`config.mk`:
```
export PLATFORM = sky130hd
export DESIGN_NAME = aibcr3_preclkdiv
export DESIGN_NICKNAME = d
export VERILOG_FILES = /design/src/rtl/aibcr3_preclkdiv.sv
export SDC_FILE = /design/constraint.sdc
export NUM_CORES = 1
export LEC_CHECK = 0
export BUFFER_PORTS_ARGS = -buffer_cell sky130_fd_sc_hd__buf_2
export CAP_MARGIN = 30
export CELL_PAD_IN_SITES_DETAIL_PLACEMENT = 1
export CELL_PAD_IN_SITES_GLOBAL_PLACEMENT = 2
export CORE_UTILIZATION = 36
export DETAILED_ROUTE_END_ITERATION = 8
export GPL_TIMING_DRIVEN = 0
export PLACE_DENSITY_LB_ADDON = 0.1
export SLEW_MARGIN = 20
export SYNTH_ARGS = -nofsm -noshare
export SYNTH_HDL_FRONTEND = slang
export SYNTH_SLANG_ARGS = --single-unit
```
`constraint.sdc`:
```
create_clock -name clk -period 2.9 [get_ports clk]
set_input_delay 0.145 -clock clk [delete_from_list [all_inputs] [get_ports clk]]
set_output_delay 0.145 -clock clk [all_outputs]
set_load 0.1 [all_outputs]
```
`src/rtl/aibcr3_preclkdiv.sv`:
```
// Multi-channel registered clock divider with per-channel polarity and enable.
// New settings are staged in a shadow set and applied only at a full-period boundary.
module aibcr3_preclkdiv #(
    parameter int NCH   = 4,
    parameter int CH_W  = 2,
    parameter int DIV_W = 8
) (
    input  logic             clk,
    input  logic             rst_n,
    input  logic             cfg_valid,
    output logic             cfg_ready,
    input  logic [CH_W-1:0]  cfg_ch,
    input  logic [DIV_W-1:0] cfg_ratio,
    input  logic             cfg_inv,
    input  logic             cfg_en,
    output logic [NCH-1:0]   clk_out,
    output logic [NCH-1:0]   run
);

    localparam logic [DIV_W-1:0] RATIO_ONE  = DIV_W'(1);
    localparam logic [DIV_W-1:0] RATIO_ZERO = '0;

    logic [NCH-1:0][DIV_W-1:0] r_act_ratio;
    logic [NCH-1:0][DIV_W-1:0] r_sh_ratio;
    logic [NCH-1:0][DIV_W-1:0] r_cnt;
    logic [NCH-1:0]            r_act_inv;
    logic [NCH-1:0]            r_act_en;
    logic [NCH-1:0]            r_sh_inv;
    logic [NCH-1:0]            r_sh_en;
    logic [NCH-1:0]            r_pend;
    logic [NCH-1:0]            r_phase;
    logic [NCH-1:0]            r_clk_out;

    logic [NCH-1:0]            w_sel;
    logic [NCH-1:0]            w_accept;
    logic [NCH-1:0]            w_last;
    logic [NCH-1:0]            w_apply;
    logic                      w_cfg_ready;
    logic [DIV_W-1:0]          w_cfg_ratio;

    // A channel number beyond NCH matches no channel, so it is always ready and never loads anything.
    always_comb begin
        w_sel       = '0;
        w_last      = '0;
        w_apply     = '0;
        w_cfg_ready = 1'b1;
        for (int i = 0; i < NCH; i++) begin
            w_sel[i]   = (cfg_ch == i[CH_W-1:0]);
            if (w_sel[i] && r_pend[i]) begin
                w_cfg_ready = 1'b0;
            end
            w_last[i]  = (r_cnt[i] == (r_act_ratio[i] - RATIO_ONE));
            w_apply[i] = r_pend[i] && (!r_act_en[i] || (w_last[i] && r_phase[i]));
        end
        w_accept = w_sel & {NCH{cfg_valid & w_cfg_ready}};
    end

    assign w_cfg_ratio = (cfg_ratio == RATIO_ZERO) ? RATIO_ONE : cfg_ratio;

    // Accept and apply never coincide for a channel: accept needs pend low, apply needs it high.
    always_ff @(posedge clk or negedge rst_n) begin
        if (!rst_n) begin
            r_act_ratio <= {NCH{RATIO_ONE}};
            r_sh_ratio  <= '0;
            r_cnt       <= '0;
            r_act_inv   <= '0;
            r_act_en    <= '0;
            r_sh_inv    <= '0;
            r_sh_en     <= '0;
            r_pend      <= '0;
            r_phase     <= '0;
            r_clk_out   <= '0;
        end else begin
            for (int i = 0; i < NCH; i++) begin
                if (w_accept[i]) begin
                    r_sh_ratio[i] <= w_cfg_ratio;
                    r_sh_inv[i]   <= cfg_inv;
                    r_sh_en[i]    <= cfg_en;
                    r_pend[i]     <= 1'b1;
                end
                if (w_apply[i]) begin
                    r_act_ratio[i] <= r_sh_ratio[i];
                    r_act_inv[i]   <= r_sh_inv[i];
                    r_act_en[i]    <= r_sh_en[i];
                    r_pend[i]      <= 1'b0;
                    r_cnt[i]       <= '0;
                    r_phase[i]     <= 1'b0;
                end else if (r_act_en[i]) begin
                    if (w_last[i]) begin
                        r_cnt[i]   <= '0;
                        r_phase[i] <= ~r_phase[i];
                    end else begin
                        r_cnt[i]   <= r_cnt[i] + RATIO_ONE;
                    end
                end else begin
                    r_cnt[i]   <= '0;
                    r_phase[i] <= 1'b0;
                end
                r_clk_out[i] <= r_phase[i] ^ r_act_inv[i];
            end
        end
    end

    assign cfg_ready = w_cfg_ready;
    assign clk_out   = r_clk_out;
    assign run       = r_act_en;

endmodule
```
==> metrics.txt, run 1 <==
# TYPE chip_impl_metric gauge
chip_impl_metric{name="power.clock.fraction",unit=""} 0.369
chip_impl_metric{name="net-switching-power",unit="mW"} 1.88
chip_impl_metric{name="p_total",unit="mW"} 6.30
chip_impl_metric{name="post_synth_inst_count",unit=""} 648
chip_impl_info{name="worst_setup_path_end_kind",value="register"} 1
chip_impl_info{name="post-synth-top-area-cell",value="sky130_fd_sc_hd__dfrtp_1"} 1
chip_impl_metric{name="multi_input_area",unit="sq um"} 3400
chip_impl_metric{name="met2_track_demand_over_resource_in_global_routing",unit=""} 0.311
chip_impl_info{name="timing.critical_path.to",value="r_act_ratio[26]"} 1
chip_impl_metric{name="clock_sink_count",unit=""} 124
chip_impl_metric{name="tns",unit="ps"} 0
chip_impl_metric{name="mappedNetlistArea",unit="sq um"} 6740
chip_impl_info{name="rr_startpoint",value="r_act_ratio[26]"} 1
chip_impl_metric{name="area.sequential",unit="sq um"} 3110
chip_impl_metric{name="ctsHtreeMaxLevel",unit=""} 4
chip_impl_metric{name="grt_pass1_wl",unit="microns"} 30000
chip_impl_info{name="layout.cells.most_common",value="sky130_fd_sc_hd__dfrtp_1"} 1
chip_impl_metric{name="switching_share",unit=""} 0.298
chip_impl_metric{name="clk_pin_slew_worst_paths",unit="ps"} 50
chip_impl_metric{name="required_time_of_the_worst_setup_path",unit="ps"} 3200
chip_impl_metric{name="dp_hpwl",unit="microns"} 12400
chip_impl_metric{name="max-vdd-ir-drop",unit="uV"} 455
chip_impl_metric{name="grt.overflow.total",unit=""} 0
chip_impl_metric{name="finalHoldViolations",unit=""} 0
chip_impl_metric{name="drv_slew",unit=""} 0
chip_impl_metric{name="final.min_clock_period",unit="ps"} 2730
chip_impl_metric{name="p_seq_frac",unit=""} 0.433
chip_impl_metric{name="postRouteAntennaNets",unit=""} 0
chip_impl_metric{name="grt_start_max_net_pins",unit=""} 87
chip_impl_metric{name="cp.arrival",unit="ps"} 3030
chip_impl_metric{name="i_o_pins",unit=""} 24
chip_impl_metric{name="cts-buffers-inserted",unit=""} 17
chip_impl_info{name="cts_tree",value="built"} 1
chip_impl_metric{name="internal-power",unit="mW"} 4.42
chip_impl_metric{name="core.rowCount",unit=""} 49
chip_impl_metric{name="setup_viol",unit=""} 0
chip_impl_metric{name="placeableCoreArea",unit="sq um"} 18100
chip_impl_metric{name="syn-num-nets",unit=""} 671
chip_impl_metric{name="synth.lib_cells_used.distinct",unit=""} 59
chip_impl_metric{name="critPathMaxFanout",unit=""} 10
chip_impl_metric{name="async_reset_ff_frac",unit=""} 1.00
chip_impl_metric{name="power_leakage",unit="nW"} 3.45
chip_impl_metric{name="yosysSeqAreaShare",unit=""} 0.461
chip_impl_metric{name="synth_enable_flop_cells",unit=""} 0
chip_impl_metric{name="number_of_nets_in_the_finished_design",unit=""} 718
chip_impl_metric{name="drt_pass1_iterations",unit=""} 8
chip_impl_metric{name="n_fill_cell",unit=""} 2027
chip_impl_info{name="layout_common_cells",value="120 x sky130_fd_sc_hd__dfrtp_1, 39 x sky130_fd_sc_hd__nand3_1, 36 x sky130_fd_sc_hd__nand2_1, 36 x sky130_fd_sc_hd__mux2_2, 32 x sky130_fd_sc_hd__nor3_1"} 1
chip_impl_metric{name="drv_cap",unit=""} 0
chip_impl_metric{name="worst_slew_pin_slew",unit="ps"} 819
chip_impl_metric{name="num_antenna_cells",unit=""} 0
chip_impl_metric{name="period_share",unit=""} 0.942
chip_impl_metric{name="die_w",unit="microns"} 139
chip_impl_metric{name="avgSynthCellArea",unit="sq um"} 10.4
chip_impl_info{name="most_frequently_used_flop_master_after_synthesis",value="sky130_fd_sc_hd__dfrtp_1"} 1
chip_impl_metric{name="layout-drive-gt1-share",unit=""} 0.191
chip_impl_metric{name="drt_drc_violations_left",unit=""} 0
chip_impl_metric{name="drt_first_iter_violations",unit=""} 304
chip_impl_metric{name="route.detailed.vias_per_inst",unit=""} 5.70
chip_impl_info{name="rsz0062_at_grt",value="no"} 1
chip_impl_metric{name="yosys_register_bits",unit=""} 124
chip_impl_info{name="grt_busiest_layer",value="met2"} 1
chip_impl_metric{name="detail_route.wl_per_cell",unit="microns"} 19.0
chip_impl_info{name="worst_r2r_endpoint",value="r_act_ratio[26]"} 1
chip_impl_info{name="crit_start",value="r_act_ratio[26]"} 1
chip_impl_metric{name="highest_attainable_clock_frequency",unit="MHz"} 366
chip_impl_metric{name="routed_wl",unit="microns"} 17800
chip_impl_metric{name="reg2reg_setup_slack",unit="ps"} 170
chip_impl_info{name="critPathKind",value="reg2reg"} 1
chip_impl_info{name="clk_root_buffer_cell",value="sky130_fd_sc_hd__clkbuf_16"} 1
chip_impl_metric{name="initial_utilization",unit=""} 0.372
chip_impl_metric{name="synth_top_area_frac",unit=""} 0.445
chip_impl_metric{name="cts_buffer_depth",unit=""} 2
chip_impl_metric{name="post-route-util",unit=""} 0.434
chip_impl_metric{name="layout-area-overhead-vs-synth",unit="%"} 16.8
chip_impl_metric{name="globalRouteMet3Util",unit=""} 0.0390
chip_impl_metric{name="skew",unit="ps"} 9.20
chip_impl_metric{name="timing.max_slew.rel_slack",unit=""} 0.450
chip_impl_metric{name="synth_warnings",unit=""} 0
chip_impl_metric{name="groute.usage.overall",unit=""} 0.196
chip_impl_info{name="hold_class",value="in2reg"} 1
chip_impl_metric{name="clock_insertion_delay_worst_skew",unit="ps"} 420
chip_impl_metric{name="combinationalPowerShare",unit=""} 0.198
chip_impl_metric{name="grt_antenna_before_repair",unit=""} 0
chip_impl_metric{name="finalHoldWorstSlack",unit="ps"} 59.9
chip_impl_metric{name="routed-via-count",unit=""} 5343
chip_impl_metric{name="place_congestion",unit=""} 0.752
chip_impl_metric{name="globalRouteMet1Util",unit=""} 0.272
chip_impl_metric{name="vias_in_the_first_global_route",unit=""} 5603
chip_impl_metric{name="powerDensity",unit="nW/um^2"} 800
chip_impl_metric{name="placement.io_buffers",unit=""} 23
chip_impl_metric{name="worstRegToRegCells",unit=""} 7
chip_impl_metric{name="floorplan.die_area",unit="sq um"} 19300
chip_impl_info{name="status",value="complete, no violations"} 1
chip_impl_info{name="synth.top_cells.by_area",value="sky130_fd_sc_hd__dfrtp_1 45%, sky130_fd_sc_hd__mux2_2 6.0%, sky130_fd_sc_hd__a311o_1 4.2%"} 1
chip_impl_metric{name="floorplan.die.height",unit="microns"} 139
chip_impl_info{name="setup.worst_path.start_class",value="register"} 1
final cells by class:
cell class              instances  area share
inverters                      17     0.00810
plain buffers                  40      0.0226
flip-flops and latches        124       0.395
clock inverters                 6      0.0165
repair buffers                 31      0.0251
clock buffers                  26      0.0646
well taps                     229      0.0364
multi-input cells             464       0.432
through the flow:
| stage | std cells | instance area [sq um] | setup WS [ps] |
|---|---|---|---|
| after floorplan | 648 | 6740 | 382 |
| after global placement | 900 | 7150 | -100 |
| after detailed placement | 904 | 7200 | 68.1 |
| after CTS | 937 | 7850 | 43.1 |
| after global routing | 937 | 7880 | 17.7 |
| final | 937 | 7880 | 169 |
state kept, by name, indices dropped and copies added, names as in the netlist:
name         count
r_phase          4
run              4
r_sh_ratio      32
r_act_ratio     32
r_cnt           32
r_act_inv        4
r_sh_en          4
r_sh_inv         4
clk_out          4
r_pend           4
routing by layer:
metal	vias to the layer above	share of wire
met5	-	0
met4	0	0.010
met3	20	0.023
met2	68	0.47
met1	2761	0.50
li1	2494	-
what timing repair did:
item	in CTS	in global routing
gates resized for setup	0	10
endpoints found under the hold margin	38	0
setup buffers	0	2
setup endpoints to repair	0	51
hold buffers	1	0
synth_stat cells (4+ instances only):
cell type / instances
sky130_fd_sc_hd__dfrtp_1: 120
sky130_fd_sc_hd__nand3_1: 39
sky130_fd_sc_hd__mux2_2: 36
sky130_fd_sc_hd__nand2_1: 36
sky130_fd_sc_hd__nor3_1: 32
sky130_fd_sc_hd__xnor2_1: 31
sky130_fd_sc_hd__a22o_1: 30
sky130_fd_sc_hd__a311o_1: 28
sky130_fd_sc_hd__a21oi_1: 27
sky130_fd_sc_hd__clkbuf_1: 27
sky130_fd_sc_hd__xor2_1: 27
sky130_fd_sc_hd__and3_1: 22
sky130_fd_sc_hd__nor2_1: 19
sky130_fd_sc_hd__inv_1: 17
sky130_fd_sc_hd__o21ai_0: 17
sky130_fd_sc_hd__nand2b_1: 11
sky130_fd_sc_hd__a22oi_1: 9
sky130_fd_sc_hd__o211ai_2: 9
sky130_fd_sc_hd__buf_1: 8
sky130_fd_sc_hd__ha_1: 8
sky130_fd_sc_hd__buf_2: 6
sky130_fd_sc_hd__and2_1: 5
sky130_fd_sc_hd__nand3b_1: 5
sky130_fd_sc_hd__nor4b_1: 5
sky130_fd_sc_hd__or4_1: 5
sky130_fd_sc_hd__a211oi_1: 4
sky130_fd_sc_hd__dfstp_2: 4
sky130_fd_sc_hd__nor2b_1: 4
sky130_fd_sc_hd__nor3b_1: 4
sky130_fd_sc_hd__o211ai_1: 4
logic make-up (layout without fill, tap and decap cells):
group / count (synthesis) / count (layout) / share of synthesized area
muxes: 37 / 37 / 0.0635
adders and majority gates: 8 / 8 / 0.0148
DFF: 124 / 124 / 0.461
and+or+nand+nor: 211 / 211 / 0.172
xor gates and xnor gates: 58 / 58 / 0.0753
AOI/OAI and AO/OA: 150 / 150 / 0.177
buffers and inverters: 60 / 120 / 0.0367
power groups by stage:
stage / Combinational, mW / Clock (mW) / Sequential (mW)
6_report: 1.25 / 2.33 / 2.73
4_1_cts: 1.27 / 2.37 / 2.72
3_3_place_gp: 1.20 / 0 / 2.73
5_1_grt: 1.41 / 2.44 / 2.80
2_1_floorplan: 1.00 / 0 / 2.57
3_5_place_dp: 1.26 / 0 / 2.75
critical path, stage by stage, from the launching register on:
cell                       delay (ps)
sky130_fd_sc_hd__dfrtp_1          460
sky130_fd_sc_hd__or4_1            620
sky130_fd_sc_hd__or4_1            530
sky130_fd_sc_hd__o211ai_1         130
sky130_fd_sc_hd__a31o_2           190
sky130_fd_sc_hd__buf_2            240
sky130_fd_sc_hd__a21oi_1          110
sky130_fd_sc_hd__a311o_1          330
how the worst min path moves through the flow:
stage	start	endpoint	slack [ps]	cells past startpoint
after floorplan	rst_n	clk_out[0]	-150	0
after global placement	r_act_inv[1]	clk_out[1]	480	1
after detailed placement	rst_n	r_cnt[31]	50	1
after CTS	cfg_en	r_sh_en[3]	50	2
after global routing	cfg_en	r_sh_en[3]	60	2
final	cfg_en	r_sh_en[3]	60	2
Power figures use the tool's default switching activity.
==> run 2: changes to the inputs <==
- CTS_CLUSTER_DIAMETER: not set -> 200
- SETUP_SLACK_MARGIN: not set -> 0.3
==> run 2 against run 1 <==
Effect of this change: clock skew is 2.2 ps lower; combinational power hardly changed; cell area increased by 3.1%; sequential share of layout area is 1.1 points lower; via count is 1.4% higher; clock-buffer cell count did not move; hold slack better by 0.80 ps; register-to-register slack improved by 170 ps; largest power group unchanged.
==> metrics.txt, run 2 (same netlist as run 1, synthesis figures left out) <==
# TYPE chip_impl_metric gauge
chip_impl_metric{name="postRouteAntennaNets",unit=""} 0
chip_impl_metric{name="max-vdd-ir-drop",unit="uV"} 454
chip_impl_metric{name="finalHoldViolations",unit=""} 0
chip_impl_metric{name="die_w",unit="microns"} 139
chip_impl_metric{name="placed_area",unit="sq um"} 7200
chip_impl_metric{name="routed_wl",unit="microns"} 18200
chip_impl_metric{name="routed-via-count",unit=""} 5419
chip_impl_info{name="layout_common_cells",value="115 x sky130_fd_sc_hd__dfrtp_1, 38 x sky130_fd_sc_hd__nand3_1, 36 x sky130_fd_sc_hd__nand2_1, 36 x sky130_fd_sc_hd__mux2_2, 32 x sky130_fd_sc_hd__nor3_1"} 1
chip_impl_metric{name="setup_viol",unit=""} 0
chip_impl_metric{name="core.rowCount",unit=""} 49
chip_impl_metric{name="highest_attainable_clock_frequency",unit="MHz"} 390
chip_impl_metric{name="worstRegToRegCells",unit=""} 8
chip_impl_metric{name="floorplan.die_area",unit="sq um"} 19300
chip_impl_info{name="clk_root_buffer_cell",value="sky130_fd_sc_hd__clkbuf_16"} 1
chip_impl_info{name="hold_class",value="in2reg"} 1
chip_impl_metric{name="grt_antenna_before_repair",unit=""} 0
chip_impl_info{name="cts_tree",value="built"} 1
chip_impl_metric{name="dp_hpwl",unit="microns"} 12400
chip_impl_metric{name="placement.io_buffers",unit=""} 23
chip_impl_info{name="critPathKind",value="reg2reg"} 1
chip_impl_metric{name="critPathMaxFanout",unit=""} 10
chip_impl_metric{name="worst_slack_setup_final",unit="ps"} 337
chip_impl_metric{name="skew",unit="ps"} 7.03
chip_impl_info{name="rsz0062_at_grt",value="yes"} 1
chip_impl_metric{name="numPlacedInstances",unit=""} 904
chip_impl_metric{name="drv_slew",unit=""} 0
chip_impl_metric{name="reg2reg_setup_slack",unit="ps"} 340
chip_impl_metric{name="final.min_clock_period",unit="ps"} 2560
chip_impl_metric{name="initial_utilization",unit=""} 0.372
chip_impl_metric{name="cts_buffer_depth",unit=""} 2
chip_impl_metric{name="place_congestion",unit=""} 0.752
chip_impl_metric{name="post-route-util",unit=""} 0.448
chip_impl_metric{name="num_antenna_cells",unit=""} 0
chip_impl_metric{name="floorplan.die.height",unit="microns"} 139
chip_impl_metric{name="period_share",unit=""} 0.884
chip_impl_metric{name="clock_insertion_delay_worst_skew",unit="ps"} 420
chip_impl_metric{name="drv_cap",unit=""} 0
chip_impl_info{name="layout.cells.most_common",value="sky130_fd_sc_hd__dfrtp_1"} 1
chip_impl_metric{name="number_of_nets_in_the_finished_design",unit=""} 736
chip_impl_metric{name="cp.arrival",unit="ps"} 2860
chip_impl_metric{name="final-instance-count-excl-fill",unit=""} 955
chip_impl_metric{name="cts-buffers-inserted",unit=""} 17
chip_impl_metric{name="worst_slew_pin_slew",unit="ps"} 788
chip_impl_metric{name="groute.usage.overall",unit=""} 0.199
chip_impl_info{name="reg_top3",value="r_act_ratio: 32 flops, r_cnt: 32 flops, r_sh_ratio: 32 flops"} 1
chip_impl_metric{name="grt_start_max_net_pins",unit=""} 87
chip_impl_info{name="status",value="complete, no violations"} 1
chip_impl_metric{name="i_o_pins",unit=""} 24
chip_impl_metric{name="vias_in_the_first_global_route",unit=""} 5656
chip_impl_metric{name="clock_sink_count",unit=""} 124
chip_impl_metric{name="layout-drive-gt1-share",unit=""} 0.233
chip_impl_info{name="setup.worst_path.start_class",value="register"} 1
chip_impl_metric{name="timing.max_slew.rel_slack",unit=""} 0.471
chip_impl_metric{name="placeableCoreArea",unit="sq um"} 18100
chip_impl_metric{name="detail_route.wl_per_cell",unit="microns"} 19.0
chip_impl_metric{name="ctsHtreeMaxLevel",unit=""} 4
chip_impl_metric{name="grt.overflow.total",unit=""} 0
chip_impl_metric{name="drt_first_iter_violations",unit=""} 295
chip_impl_metric{name="finish.instance_area",unit="sq um"} 8120
chip_impl_metric{name="grt_pass1_wl",unit="microns"} 30400
chip_impl_metric{name="required_time_of_the_worst_setup_path",unit="ps"} 3190
chip_impl_metric{name="min_path_cells",unit=""} 2
chip_impl_metric{name="route.detailed.vias_per_inst",unit=""} 5.67
chip_impl_metric{name="layout-area-overhead-vs-synth",unit="%"} 20.4
chip_impl_metric{name="power_leakage",unit="nW"} 3.56
chip_impl_metric{name="clk_pin_slew_worst_paths",unit="ps"} 60
chip_impl_metric{name="drt_pass1_iterations",unit=""} 7
chip_impl_metric{name="preCtsSetupSlack",unit="ps"} 68.1
chip_impl_metric{name="drt_drc_violations_left",unit=""} 0
chip_impl_info{name="worst_setup_path_end_kind",value="register"} 1
chip_impl_metric{name="powerDensity",unit="nW/um^2"} 779
==> run 2: layout make-up <==
class                   instances  area (sq um)
fillers                      2017         10000
multi-input cells             464          3480
flip-flops and latches        124          3110
clock buffers                  26           509
repair buffers                 46           314
well taps                     229           287
plain buffers                  43           220
clock inverters                 6           130
inverters                      17          63.8
==> run 2: metal layers <==
| layer | up-vias | wire length [microns] | GRT usage |
|---|---|---|---|
| li1 | 2532 | - | - |
| met4 | 0 | 220 | 0.0526 |
| met2 | 80 | 8520 | 0.317 |
| met3 | 22 | 481 | 0.0390 |
| met5 | - | 0 | 0 |
| met1 | 2785 | 8950 | 0.275 |
==> run 2: through the flow <==
step / hold WS [ps] / power, mW / TNS (ps)
finish: 60.7 / 6.33 / 0
global route: 56.8 / 6.69 / 0
CTS: 52.1 / 6.38 / 0
detailed placement: 51.9 / 4.01 / 0
global placement: 477 / 3.92 / -10350
floorplan: -151 / 3.57 / 0
==> run 2: power by group <==
part	total, mW	switching, mW	internal (mW)
clock network	2.33	0.774	1.55
registers	2.72	0.509	2.21
logic	1.28	0.614	0.664
==> run 2: worst paths after layout <==
kind                                       from              to
worst max-delay path            r_act_ratio[16]    r_act_inv[2]
worst min-delay path                     cfg_en      r_sh_en[3]
min in group asynchronous                 rst_n       r_cnt[31]
max in group asynchronous                 rst_n  r_act_ratio[8]
worst min register to register     r_act_inv[1]      clk_out[1]
worst max register to register  r_act_ratio[16]    r_act_inv[2]
==> run 2: timing repair <==
item	in CTS	in global routing
resized for setup	27	19
buffers inserted	7	9
cloned	1	0
hold endpoints to repair	38	0
hold buffers	1	0
endpoints found under the setup margin	62	51
pin swaps	6	2
==> run 2: critical path: stages (launching register included) <==
cell and delay (ps):
sky130_fd_sc_hd__dfstp_2 390, sky130_fd_sc_hd__or4_4 560, sky130_fd_sc_hd__nor2_4 120, sky130_fd_sc_hd__and4b_1 180, sky130_fd_sc_hd__and3b_2 230, sky130_fd_sc_hd__or2_1 250
sky130_fd_sc_hd__buf_4 180, sky130_fd_sc_hd__clkbuf_8 160, sky130_fd_sc_hd__a311o_1 350
